$ cat src/rtl/ttt_pkg.sv
// Shared types, board codes and cell addressing for the tic-tac-toe match controller.
package ttt_pkg;

    typedef enum logic [2:0] {
        CLEAR,
        WAIT,
        ISSUE,
        SETTLE,
        CHECK,
        OVER
    } state_e;

    localparam logic [1:0] ST_PLAY   = 2'b00;
    localparam logic [1:0] ST_FIRST  = 2'b01;
    localparam logic [1:0] ST_SECOND = 2'b10;
    localparam logic [1:0] ST_DRAW   = 2'b11;

    localparam int unsigned COORD_W  = 2;
    localparam int unsigned NCELL    = 9;
    localparam int unsigned CELL_W   = 4;
    localparam int unsigned IDX_SPAN = 16;

    typedef struct packed {
        logic [COORD_W-1:0] row;
        logic [COORD_W-1:0] col;
    } move_t;

    // Flat board index for 1-based coordinates: (row-1)*3 + (col-1).
    function automatic logic [CELL_W-1:0] cell_index(input logic [COORD_W-1:0] row,
                                                     input logic [COORD_W-1:0] col);
        logic [CELL_W-1:0] r0;
        logic [CELL_W-1:0] c0;
        r0 = CELL_W'(row) - CELL_W'(1);
        c0 = CELL_W'(col) - CELL_W'(1);
        return CELL_W'(r0 * CELL_W'(3)) + c0;
    endfunction

endpackage

$ cat src/rtl/ttt_move_check.sv
// Combinational legality check of a requested move against board occupancy.
module ttt_move_check
    import ttt_pkg::*;
(
    input  logic [COORD_W-1:0] i_row,
    input  logic [COORD_W-1:0] i_col,
    input  logic [NCELL-1:0]   i_valid,
    output logic               o_legal_c
);

    logic [IDX_SPAN-1:0] w_valid_ext;
    logic [CELL_W-1:0]   w_idx;

    // Widened so any 4-bit index (including out-of-range ones from row/col 0) is in range.
    assign w_valid_ext = IDX_SPAN'(i_valid);
    assign w_idx       = cell_index(i_row, i_col);
    assign o_legal_c   = (i_row != '0) && (i_col != '0) && !w_valid_ext[w_idx];

endmodule

$ cat src/rtl/ttt_match_ctrl.sv
// Match controller: turn order, move validation, board strobes and win/draw tallies.
// Optional per-turn forfeit timer is built when TURN_TIMEOUT_EN is defined.
module ttt_match_ctrl
    import ttt_pkg::*;
#(
    parameter int unsigned SCORE_W     = 8,
    parameter int unsigned SETTLE_CYC  = 2,
    parameter int unsigned HOLD_CYC    = 16,
    parameter int unsigned TIMEOUT_CYC = 1024
) (
    input  logic               clk,
    input  logic               reset,
    input  logic               new_game,
    input  logic [1:0]         req,
    input  logic [3:0]         req_row,
    input  logic [3:0]         req_col,
    output logic [1:0]         ack,
    output logic               reject,
    output logic               brd_reset,
    output logic               brd_set,
    output logic [1:0]         brd_row,
    output logic [1:0]         brd_col,
    input  logic [8:0]         brd_valid,
    input  logic [1:0]         brd_state,
    output logic               turn,
    output logic               first,
    output logic               game_over,
    output logic [SCORE_W-1:0] wins0,
    output logic [SCORE_W-1:0] wins1,
`ifdef TURN_TIMEOUT_EN
    output logic [SCORE_W-1:0] draws,
    output logic               timeout
`else
    output logic [SCORE_W-1:0] draws
`endif
);

    localparam int unsigned CNT_MAX_A = (SETTLE_CYC > HOLD_CYC) ? SETTLE_CYC : HOLD_CYC;
    localparam int unsigned CNT_MAX   = (CNT_MAX_A > TIMEOUT_CYC) ? CNT_MAX_A : TIMEOUT_CYC;
    localparam int unsigned CNT_W     = (CNT_MAX < 1) ? 1 : $clog2(CNT_MAX + 1);

    state_e             r_state;
    state_e             w_state_nxt;
    logic [CNT_W-1:0]   r_cnt;
    logic               w_cnt_clr;
    logic               r_turn;
    logic               r_first;
    logic               w_turn_nxt;
    logic               w_first_nxt;
    logic [1:0]         r_ack;
    logic [1:0]         w_ack_nxt;
    logic               r_reject;
    logic               w_reject_nxt;
    logic               r_brd_reset;
    logic               r_brd_set;
    logic               r_game_over;
    move_t              r_move;
    move_t              w_move;
    logic               w_load;
    logic               w_legal;
    logic               w_settle_done;
    logic               w_hold_done;
    logic               w_win0_inc;
    logic               w_win1_inc;
    logic               w_draw_inc;
    logic [SCORE_W-1:0] r_wins0;
    logic [SCORE_W-1:0] r_wins1;
    logic [SCORE_W-1:0] r_draws;
`ifdef TURN_TIMEOUT_EN
    logic               r_timeout;
    logic               w_timeout_nxt;
`endif

    // Only the awaited player's coordinates are ever examined.
    assign w_move.row = r_turn ? req_row[3:2] : req_row[1:0];
    assign w_move.col = r_turn ? req_col[3:2] : req_col[1:0];

    ttt_move_check u_move_check (
        .i_row     (w_move.row),
        .i_col     (w_move.col),
        .i_valid   (brd_valid),
        .o_legal_c (w_legal)
    );

    assign w_settle_done = (SETTLE_CYC <= 1) || (r_cnt == CNT_W'(SETTLE_CYC - 1));
    assign w_hold_done   = (HOLD_CYC != 0) && (r_cnt == CNT_W'(HOLD_CYC - 1));

    // Next-state, turn bookkeeping and tally/ack requests.
    always_comb begin
        w_state_nxt  = r_state;
        w_turn_nxt   = r_turn;
        w_first_nxt  = r_first;
        w_ack_nxt    = 2'b00;
        w_reject_nxt = 1'b0;
        w_load       = 1'b0;
        w_win0_inc   = 1'b0;
        w_win1_inc   = 1'b0;
        w_draw_inc   = 1'b0;
`ifdef TURN_TIMEOUT_EN
        w_timeout_nxt = 1'b0;
`endif
        if (new_game && (r_state != CLEAR)) begin
            w_state_nxt = CLEAR;
            w_first_nxt = ~r_first;
            w_turn_nxt  = ~r_first;
        end else begin
            case (r_state)
                CLEAR: w_state_nxt = WAIT;
                WAIT: begin
                    // r_ack gate: the requester still holds req in the cycle its ack is visible.
                    if (req[r_turn] && (r_ack == 2'b00)) begin
                        w_ack_nxt = r_turn ? 2'b10 : 2'b01;
                        if (w_legal) begin
                            w_load      = 1'b1;
                            w_state_nxt = ISSUE;
                        end else begin
                            w_reject_nxt = 1'b1;
                        end
                    end
`ifdef TURN_TIMEOUT_EN
                    else if (r_cnt == CNT_W'(TIMEOUT_CYC - 1)) begin
                        w_timeout_nxt = 1'b1;
                        w_win0_inc    = r_turn;
                        w_win1_inc    = ~r_turn;
                        w_state_nxt   = OVER;
                    end
`endif
                end
                ISSUE: w_state_nxt = SETTLE;
                SETTLE: begin
                    if (w_settle_done) begin
                        w_state_nxt = CHECK;
                    end
                end
                CHECK: begin
                    case (brd_state)
                        ST_PLAY: begin
                            w_turn_nxt  = ~r_turn;
                            w_state_nxt = WAIT;
                        end
                        ST_FIRST: begin
                            w_win0_inc  = ~r_first;
                            w_win1_inc  = r_first;
                            w_state_nxt = OVER;
                        end
                        ST_SECOND: begin
                            w_win0_inc  = r_first;
                            w_win1_inc  = ~r_first;
                            w_state_nxt = OVER;
                        end
                        ST_DRAW: begin
                            w_draw_inc  = 1'b1;
                            w_state_nxt = OVER;
                        end
                    endcase
                end
                OVER: begin
                    if (w_hold_done) begin
                        w_state_nxt = CLEAR;
                        w_first_nxt = ~r_first;
                        w_turn_nxt  = ~r_first;
                    end
                end
                default: w_state_nxt = CLEAR;
            endcase
        end
    end

    assign w_cnt_clr = (w_state_nxt != r_state) || (w_ack_nxt != 2'b00);

    // State register plus registered strobes, decoded from the upcoming state.
    always_ff @(posedge clk) begin
        if (reset) begin
            r_state     <= CLEAR;
            r_cnt       <= '0;
            r_turn      <= 1'b0;
            r_first     <= 1'b0;
            r_ack       <= 2'b00;
            r_reject    <= 1'b0;
            r_brd_reset <= 1'b1;
            r_brd_set   <= 1'b0;
            r_game_over <= 1'b0;
            r_move      <= '0;
        end else begin
            r_state     <= w_state_nxt;
            r_cnt       <= w_cnt_clr ? '0 : r_cnt + CNT_W'(1);
            r_turn      <= w_turn_nxt;
            r_first     <= w_first_nxt;
            r_ack       <= w_ack_nxt;
            r_reject    <= w_reject_nxt;
            r_brd_reset <= (w_state_nxt == CLEAR);
            r_brd_set   <= (w_state_nxt == ISSUE);
            r_game_over <= (w_state_nxt == OVER);
            if (w_load) begin
                r_move <= w_move;
            end
        end
    end

    // Saturating tallies, preserved across games.
    always_ff @(posedge clk) begin
        if (reset) begin
            r_wins0 <= '0;
            r_wins1 <= '0;
            r_draws <= '0;
        end else begin
            if (w_win0_inc && (r_wins0 != '1)) begin
                r_wins0 <= r_wins0 + SCORE_W'(1);
            end
            if (w_win1_inc && (r_wins1 != '1)) begin
                r_wins1 <= r_wins1 + SCORE_W'(1);
            end
            if (w_draw_inc && (r_draws != '1)) begin
                r_draws <= r_draws + SCORE_W'(1);
            end
        end
    end

`ifdef TURN_TIMEOUT_EN
    always_ff @(posedge clk) begin
        if (reset) begin
            r_timeout <= 1'b0;
        end else begin
            r_timeout <= w_timeout_nxt;
        end
    end

    assign timeout = r_timeout;
`endif

    assign ack       = r_ack;
    assign reject    = r_reject;
    assign brd_reset = r_brd_reset;
    assign brd_set   = r_brd_set;
    assign brd_row   = r_move.row;
    assign brd_col   = r_move.col;
    assign turn      = r_turn;
    assign first     = r_first;
    assign game_over = r_game_over;
    assign wins0     = r_wins0;
    assign wins1     = r_wins1;
    assign draws     = r_draws;

endmodule

$ cat config.mk
export PLATFORM = sky130hd
export DESIGN_NAME = ttt_match_ctrl
export DESIGN_NICKNAME = d
export VERILOG_FILES = /design/src/rtl/ttt_pkg.sv /design/src/rtl/ttt_move_check.sv /design/src/rtl/ttt_match_ctrl.sv
export SDC_FILE = /design/constraint.sdc
export NUM_CORES = 1
export LEC_CHECK = 0
export CAP_MARGIN = 40
export CORE_ASPECT_RATIO = 0.7
export CORE_UTILIZATION = 45
export DETAILED_ROUTE_END_ITERATION = 10
export PLACE_DENSITY = 0.72
export RECOVER_POWER = 25
export SYNTH_ARGS = -nofsm -noshare
export SYNTH_HDL_FRONTEND = slang
export SYNTH_SLANG_ARGS = --single-unit
$ cat constraint.sdc
create_clock -name clk -period 4.74 [get_ports clk]
set_clock_uncertainty 0.05 [all_clocks]
set_input_delay 0.948 -clock clk [delete_from_list [all_inputs] [get_ports clk]]
set_output_delay 0.948 -clock clk [all_outputs]
set_load 0.05 [all_outputs]
# ---- Word level (Yosys, flattened, before mapping)
# Index checks and enable logic that the tools add are counted.
dict set report classes {
  n_addsub 7
  mul 1
  n_div 0
  n_lt_le_gt_ge 2
  eq_ne 18
  shift 0
  mux 37
  bitwise_logic 4
  reduce_logical 25
}
# op count
set op_table {}
lappend op_table {{$add 8x1->8 const B} 3}
lappend op_table {{$ne 8x8->1 const B} 3}
lappend op_table {{$mux 1} 20}
lappend op_table {{$pmux 3 s6} 1}
lappend op_table {{$mux 3} 5}
lappend op_table {{$mux 2} 6}
lappend op_table {{$add 11x1->11 const B} 1}
lappend op_table {{$eq 11x1->1 const B} 1}
lappend op_table {{$eq 11x4->1 const B} 1}
lappend op_table {{$reduce_bool 2->1} 5}
lappend op_table {{$eq 3x2->1 const B} 3}
lappend op_table {{$eq 3x3->1 const B} 3}
lappend op_table {{$logic_and 1x1->1} 7}
lappend op_table {{$logic_not 3->1} 2}
lappend op_table {{$ne 3x3->1 const B} 2}
lappend op_table {{$pmux 1 s2} 3}
lappend op_table {{$pmux 3 s2} 1}
lappend op_table {{$reduce_bool 3->1} 2}
lappend op_table {{$sub 2x1->3 const B} 2}
lappend op_table {{$lt 4x5->1 const B} 1}
lappend op_table {{$add 4x4->4} 1}
lappend op_table {{$bmux 1 s4} 1}
lappend op_table {{$eq 2x2->1 const B} 2}
lappend op_table {{$logic_not 2->1} 2}
lappend op_table {{other kinds (13)} 16}
dict set report word_totals {
  register_bits 50
  latchBits 0
  mem_bits_rw 0
  rom_bits 0
  inputBits 24
  output_inout_bits 36
  mem_count 0
}

# ---- Longest topological paths before layout
# Gate-level depths: netlist of run 1.
dict set report logic_depth {
  depth_word 15
  depth_mapped 12
  depth_no_buf 11
}

# ---- Cells and area by module
# Synthesis of run 1 repeated with hierarchy kept, for this count alone.
dict set report hier_totals {
  hier_cells 300
  area_unflattened_um2 2666.3
}
# mod instances cells_per_inst area_each_um2 seq_area_each_um2
set modules_own_cells {}
lappend modules_own_cells {ttt_match_ctrl 1 275 2402.3 1001.0}
lappend modules_own_cells {ttt_move_check 1 25 264.0 0.0}

# ---- Least setup slack after synthesis of run 1
# Ideal clock, no wire load.
dict set report synth_path {
  path_kind {reg2reg}
  from {register r_turn, in the netlist turn}
  to {register r_move, in the netlist brd_col[0]}
  t_arrival_ns 3.837
  path_slack_ns 0.767
  path_stages_with_launch 13
  path_buffers 1
  synth_period_minus_slack_ns 3.973
  path_cell_list {dfxtp_1 > buf_2 > mux2i_1 > ha_1 > nand2b_1 > o211ai_1 > o21ai_0 > fa_1 > nand2b_1 > or3b_2 > or3_1 > and3_1 > a211oi_1}
}
dict set report synth_via {
  elab_chain_cells 12
  elab_cells_between_ends 20
  classes_between {add/sub (3); mul (1); mux (10); reduce/logical (6)}
}
# element line
set synth_lines {}
lappend synth_lines {{from (decl)} ttt_match_ctrl.sv:46} ;# logic r_turn;
lappend synth_lines {{from (signal assigned)} ttt_match_ctrl.sv:187} ;# r_turn <= w_turn_nxt;
lappend synth_lines {{$mux 2} ttt_match_ctrl.sv:75} ;# assign w_move.row = r_turn ? req_row[3:2] : req_row[1:0];
lappend synth_lines {{$sub 2x1->3} ttt_pkg.sv:33} ;# r0 = CELL_W'(row) - CELL_W'(1);
lappend synth_lines {{$mul 4x2->4} ttt_pkg.sv:35} ;# return CELL_W'(r0 * CELL_W'(3)) + c0;
lappend synth_lines {{$add 4x4->4} ttt_pkg.sv:35}
lappend synth_lines {{$bmux 1 s4} ttt_move_check.sv:17} ;# assign o_legal_c = (i_row != '0) && (i_col != '0) && !w_valid_ext[w_idx];
lappend synth_lines {{$mux 1 (implied by the code)} ttt_move_check.sv:17}
lappend synth_lines {{$logic_not 1->1} ttt_move_check.sv:17}
lappend synth_lines {{$logic_and 1x1->1} ttt_move_check.sv:17}
lappend synth_lines {{$mux 1} ttt_match_ctrl.sv:113} ;# if (w_legal) begin
lappend synth_lines {{$mux 1} ttt_match_ctrl.sv:111} ;# if (req[r_turn] && (r_ack == 2'b00)) begin
lappend synth_lines {{$mux 1} ttt_match_ctrl.sv:107} ;# case (r_state)
lappend synth_lines {{$mux 1} ttt_match_ctrl.sv:102} ;# if (new_game && (r_state != CLEAR)) begin
lappend synth_lines {{to (signal assigned)} ttt_match_ctrl.sv:195} ;# r_move <= w_move;
lappend synth_lines {{to (decl)} ttt_match_ctrl.sv:57} ;# move_t r_move;
# Several ways; a longest one is shown, not always the timed one. The select of a mux whose other input is x is not followed.
# A chain may end at the register's enable or synchronous reset.

# ---- Worst setup path in the final report of run 1
dict set report layout_path {
  from {input port req_col[2]}
  to {register r_move, in the netlist brd_col[1]}
}
dict set report layout_via {
  elab_chain_cells 11
  elab_cells_between_ends 13
  classes_between {add/sub (2); mux (7); reduce/logical (4)}
}
# element line
set layout_lines {}
lappend layout_lines {{from (decl)} ttt_match_ctrl.sv:16} ;# input logic [3:0] req_col,
lappend layout_lines {{$mux 2 *} ttt_match_ctrl.sv:76} ;# assign w_move.col = r_turn ? req_col[3:2] : req_col[1:0];
lappend layout_lines {{$sub 2x1->3} ttt_pkg.sv:34} ;# c0 = CELL_W'(col) - CELL_W'(1);
lappend layout_lines {{$add 4x4->4} ttt_pkg.sv:35}
lappend layout_lines {{$bmux 1 s4} ttt_move_check.sv:17}
lappend layout_lines {{$mux 1 (implied by the code)} ttt_move_check.sv:17}
lappend layout_lines {{$logic_not 1->1} ttt_move_check.sv:17}
lappend layout_lines {{$logic_and 1x1->1 *} ttt_move_check.sv:17}
lappend layout_lines {{$mux 1 *} ttt_match_ctrl.sv:113}
lappend layout_lines {{$mux 1 *} ttt_match_ctrl.sv:111}
lappend layout_lines {{$mux 1 *} ttt_match_ctrl.sv:107}
lappend layout_lines {{$mux 1 *} ttt_match_ctrl.sv:102}
# Mark *: on every way between the ends. The rest lies on a longest branch, timed or not. The select of a mux whose other input is x is not followed.

==> results of run 1 <==
## metrics by stage
stage | setup WS, ns | std cells | util [%] | instance area (um2)
after floorplan | 0.767 | 325 | - | 2760
after global placement | 0.307 | 447 | 58.4 | 3390
after detailed placement | 0.101 | 447 | 58.4 | 3390
after CTS | 0.445 | 454 | 60.3 | 3510
after global routing | 0.235 | 454 | 60.3 | 3510
final | 0.388 | 454 | 60.3 | 3510
## layout make-up
cell class	instances	area, um2
clock buffer	6	82.6
multi-input combinational	253	1670
inverter	9	33.8
tap	75	93.8
sequential	50	1000
timing repair buffer	60	598
clock inverter	1	30.0
fill	529	2310
## cells by family after synthesis
kind of cell / after synthesis / share of synthesized area [%]
buffers and inverters: 22 / 3.40
adders and majority gates: 11 / 5.25
DFF: 50 / 36.2
and+or+nand+nor: 145 / 27.6
xor gates and xnor gates: 32 / 10.1
AOI/OAI and AO/OA: 53 / 12.9
muxes: 12 / 4.44
## synth_stat cells (3+ instances only)
library cell  number  area (um2)
nand2_1           15        56.3
ha_1              10         125
dfxtp_1           50        1000
a21oi_1            9        45.0
nor3b_1            8        60.1
nor2b_1            4        25.0
and3_1             6        37.5
o21ai_0            8        40.0
nand2b_1           4        25.0
and3b_1            3        26.3
mux2i_1           10         100
xor2_1             8        70.1
nand4_1            4        25.0
xnor2_1           24         210
nor4b_1            4        35.0
inv_1              9        33.8
a211oi_1           5        37.5
o211ai_1           3        22.5
a31oi_1            6        37.5
nor3_1             9        45.0
nor4_1             8        50.1
o21a_1             4        30.0
nor2_1            51         191
or3_1              5        31.3
nand3_1           14        70.1
clkbuf_1           8        30.0
## report_power, final
part / internal (W) / switching (W) / leakage [nW]
Clock: 0.000169 / 0.000134 / 0.0573
Sequential: 0.000438 / 0.0000395 / 0.404
Combinational: 0.000158 / 0.000201 / 0.806
## critical path, cell delays in order
cell	delay, ns
clkdlybuf4s50_1	0.39
mux2i_1	0.33
ha_1	0.33
nand2b_1	0.17
o211ai_1	0.10
o21ai_0	0.15
fa_1	0.61
nand2b_1	0.09
or3b_2	0.48
or3_1	0.40
and3_1	0.25
a211oi_1	0.26
## final timing paths
check                                start  slack (ns)  cells past startpoint         end
worst min-delay path              r_cnt[0]        0.42                      1    r_cnt[0]
worst max-delay path            req_col[2]        0.39                     12  brd_col[1]
worst min register to register    r_cnt[0]        0.42                      1    r_cnt[0]
worst max register to register        turn        0.57                     11  brd_col[1]
## flip-flops by register name, indices dropped and copies added (netlist names), 2 cells and up
register	count
wins0	8
ack	2
r_state	3
r_cnt	11
draws	8
brd_col	2
wins1	8
brd_row	2
## layer usage
layer	vias to the layer above	track usage (%)
met5	-	0
met4	0	4.48
met3	4	4.28
met2	85	29.4
met1	1142	31.4
li1	1265	-
==> results.md, run 1 <==
- TritonRoute pass-1 iters: 6
- Yosys warns: 0
- Residual DRC: 0
- Synth Instances: between 300 and 400
- Total power draw: 0.00114 W
- Final HPWL DP: ~4700 um
- Setup_tns: 0 ns
- CTS Hold Buffers Added: 0
- Pwr dens: 325 nW/um2
- WL met2: 2560 um
- Syn_nets: 360
- Flops & latches, synth: 50
- RSZ-0062 raised after global routing: no
- Most frequent cells in the layout: nor2_1 (51), dfxtp_1 (50), clkdlybuf4s50_1 (43)
- Sequential fraction of the synthesis area: about 36%
- Worst Setup Start Kind: primary input
- CTS Sinks: 50
- Starting DRT DRC Count: 162
- Final hold vios: 0
- Maximum vdd ir drop: between 150 and 200 uV
- Hold Slack: 0.424 ns
- Hold Path Class: flip-flop to flip-flop
- Worst Tran Pin Value: approximately 0.88 ns
- Worst-Skew Late Latency: 0.30 ns
- Routed wire length: ~6300 um
- Wire length on met3: 372 um
- Slew margin rel.: 41.0%
- Crit Path Category: primary input to flip-flop
- Status: complete, no violations
- Crit end category: flip-flop
- Io pins: 60
- Antenna-violating nets left: 0
- Port Buf Inserts: 59
- EDFF count, synth: 0
- DIE AREA: between 6000 and 7000 um2
- DR WL/cell: 13.8 um
- Synth Area per Inst: between 8 and 9 um2
- Horiz. Die Dim: 95.7 um
- First-pass GRT wire length: approximately 10000 um
- Top sig layer: met4
- Worst Path Max Fanout: 5
- Met1 Wirelength: 3330 um
- # rows: 23
- Post-synth cell types: 54
- Antenna violations before repair: 0
- Num CTS Buffers: 5
- Overflow after GRT: 0
- Max_cap viols: 0
- CTS tree: done
- Commonest non-fill, non-tap cell in the layout: nor2_1
- CP arrival: approximately 4.5 ns
- Tmin final: 4.35 ns
- Ant diodes: 0
- Post-CTS Setup Repair Bufs: 0
- Drt via density: 5.50
- Top_reg_cell synth: dfxtp_1
- Number of global-route vias before repair: about 2100
- Net count, final: 414
- Leakage: 1.27 nW
- Share of cells above drive strength 1: under 10%
- Setup Viol. Count Final: 0
- CTS max path bufs: 2
- # resized after CTS: 0
- Max-slew violation count: 0
- Root Buffer: clkbuf_8
- Starting Density: 47.5%
- Total GRT Usage: a little over 20%
- Core Footprint: between 5000 and 6000 um2
- Die Ht: 67.6 um
- Largest net degree at the start of global routing: 34
- Area Overhead vs Synth: 26.9%
- H-tree lvl count: 2
- Final period util: 91.8%
- Critical Path RT: 4.90 ns
- Final GP Congestion: 0.856
- Max Clk Rate: approximately 0.23 GHz
- Vias: 2496
- Post-synthesis async set-or-reset flop share: 0%
- Clock transition at path regs: roughly 0.090 ns
- Post-Syn Area: 2760 um2
(Power assumes the default switching activity.)
==> run 2: changes to the inputs <==
--- a/config.mk
+++ b/config.mk
@@ -7,6 +7,7 @@
 export LEC_CHECK = 0
 export CAP_MARGIN = 40
 export CORE_ASPECT_RATIO = 0.7
+export CORE_MARGIN = 2
 export CORE_UTILIZATION = 45
 export DETAILED_ROUTE_END_ITERATION = 10
 export PLACE_DENSITY = 0.72
==> run 2 against run 1 <==
- global-route usage decreased by 2.4 points
- clock-buffer cell count decreased by 1
- worst hold slack got worse by 0.0059 ns
- register-to-register slack improved by 0.09 ns
- sequential power about the same
- critical path depth unchanged
- clock power decreased by 18%
- wire length increased by 0.67%
- cell count unchanged
- fmax increased by 1.3%
- flip-flop and latch count unchanged
- total power decreased by 4.9%
==> results.md, run 2 (synthesized netlist as in run 1, its figures left out) <==
- Status: complete, no violations
- DIE AREA: 6790 um2
- Total power draw: 0.00108 W
- Biggest register: r_cnt
- Residual DRC: 0
- Largest net degree at the start of global routing: 34
- Num CTS Buffers: 5
- Io pins: 60
- Leakage: approximately 1.2 nW
- Final hold vios: 0
- Final period util: between 90% and 100%
- Crit end category: flip-flop
- Max FFs per register: 11
- Hold Slack: between 0.4 and 0.5 ns
- Horiz. Die Dim: 97.7 um
- Final core occ: approximately three fifths
- Die Ht: 69.6 um
- Worst-Skew Late Latency: 0.30 ns
- Final HPWL DP: 4740 um
- TritonRoute pass-1 iters: 4
- Worst Tran Pin Value: a little under 0.9 ns
- Setup_tns: 0 ns
- Reg area: 1000 um2
- Most frequent cells in the layout: nor2_1 (51), dfxtp_1 (50), clkdlybuf4s50_1 (43)
- Hold path endpoint: r_cnt[0]
- DR WL/cell: 13.9 um
- Starting Density: 47.5%
- H-tree lvl count: 2
- Port Buf Inserts: 59
- CTS Hold Buffers Added: 0
- Area Overhead vs Synth: 25.9%
- Tmin final: 4.30 ns
- Crit Reg-Reg Startpoint: turn
- Final GP Congestion: 0.869
- CTS Sinks: 50
- Starting DRT DRC Count: 220
- Antenna violations before repair: 0
- Slew margin rel.: 42.2%
- Crit Path Category: primary input to flip-flop
- FILL cells: 535
- Hold Path Class: flip-flop to flip-flop
- Max Clk Rate: roughly 0.23 GHz
- Clock transition at path regs: 0.10 ns
- Worst Hold Launch: r_cnt[0]
- Number of global-route vias before repair: 2174
- Vias: around 2500
- # rows: 23
- Worst path most repeated cell: nand2b_1
- Max-slew violation count: 0
- Post-CTS Setup Repair Bufs: 0
- Max incr delay on CP: 0.62 ns
- Ant diodes: 0
- RSZ-0062 raised after global routing: no
- Worst path cell trace: clkdlybuf4s50_1 > mux2i_1 > ha_1 > nand2b_1 > o211ai_1 > o21ai_0 > fa_1 > nand2b_1 > or3b_2 > or3_1 > and3_1 > a211oi_1
- Drt via density: ~5.4
- Antenna-violating nets left: 0
- Commonest non-fill, non-tap cell in the layout: nor2_1
- Root Buffer: clkbuf_8
- Critical Path RT: about 4.9 ns
- Reg2reg path depth: 11
- Setup Viol. Count Final: 0
- First-pass GRT wire length: ~10000 um
- Hold depth: 1
- Critical Path Slowest Stage Cell: fa_1
- CTS tree: done
- Worst Setup Start Kind: primary input
- CP arrival: 4.47 ns
- Routed wire length: 6330 um
- Pwr dens: slightly above 300 nW/um2
- Area of the multi-input gates: 1670 um2
- Total GRT Usage: 18.2%
- Net count, final: 414
- R2R Setup Slk: 0.66 ns
- # resized after CTS: 0
- Post-route cell area: 3480 um2
- Share of cells above drive strength 1: 3.69%
- Worst Path Max Fanout: 5
- CTS max path bufs: 2
- Core Footprint: 5810 um2
- Maximum vdd ir drop: approximately 200 uV
- Max_cap viols: 0
- Overflow after GRT: 0
- DP Area: 3390 um2
- Crit Reg-Reg Endpoint: brd_col[1]
[run 2: critical path: cells and delay by family]
kind	cells	cell delay, ns
AND/OR/NAND/NOR	5	1.41
adder cells (fa/ha/maj)	2	0.95
AO/OA/AOI/OAI	3	0.46
multiplexers	1	0.30
buffers and inverters	1	0.41
[run 2: final cells by class]
class / count / share of cell area (%)
Tap cell: 75 / 2.70
Clock buffer: 5 / 1.98
Inverter: 9 / 0.971
Clock inverter: 2 / 0.432
Sequential cell: 50 / 28.8
Timing Repair Buffer: 60 / 17.2
Multi-Input combinational cell: 253 / 47.9
[run 2: report_power, final]
group	internal (W)	total [W]	leakage (nW)	switching [W]
sequential	0.000438	0.000477	0.404	0.0000384
clock	0.000101	0.000247	0.0362	0.000146
combinational	0.000158	0.000360	0.806	0.000202
total	0.000697	0.00108	1.25	0.000387
[run 2: metal layers]
layer / wire length [um] / up-vias / track usage (%)
li1: - / 1266 / -
met1: 3310 / 1122 / 27.3
met2: 2540 / 71 / 25.6
met3: 426 / 9 / 5.24
met4: 53 / 0 / 4.63
met5: 0 / - / 0
[run 2: how the worst max path moves through the flow]
| stage | end | from | slack, ns |
|---|---|---|---|
| final | brd_col[1] | req_col[0] | 0.44 |
| after floorplan | brd_col[0] | turn | 0.77 |
| after global placement | brd_col[1] | req_col[2] | 0.31 |
| after CTS | brd_col[1] | req_col[0] | 0.48 |
| after detailed placement | brd_col[1] | req_col[0] | 0.12 |
| after global routing | brd_col[0] | req_col[2] | 0.16 |
[run 2: metrics by stage]
| step | setup WS, ns | instances |
|---|---|---|
| final | 0.443 | 454 |
| after global routing | 0.164 | 454 |
| after CTS | 0.485 | 454 |
| after detailed placement | 0.124 | 447 |
| after global placement | 0.307 | 447 |
| after floorplan | 0.767 | 325 |
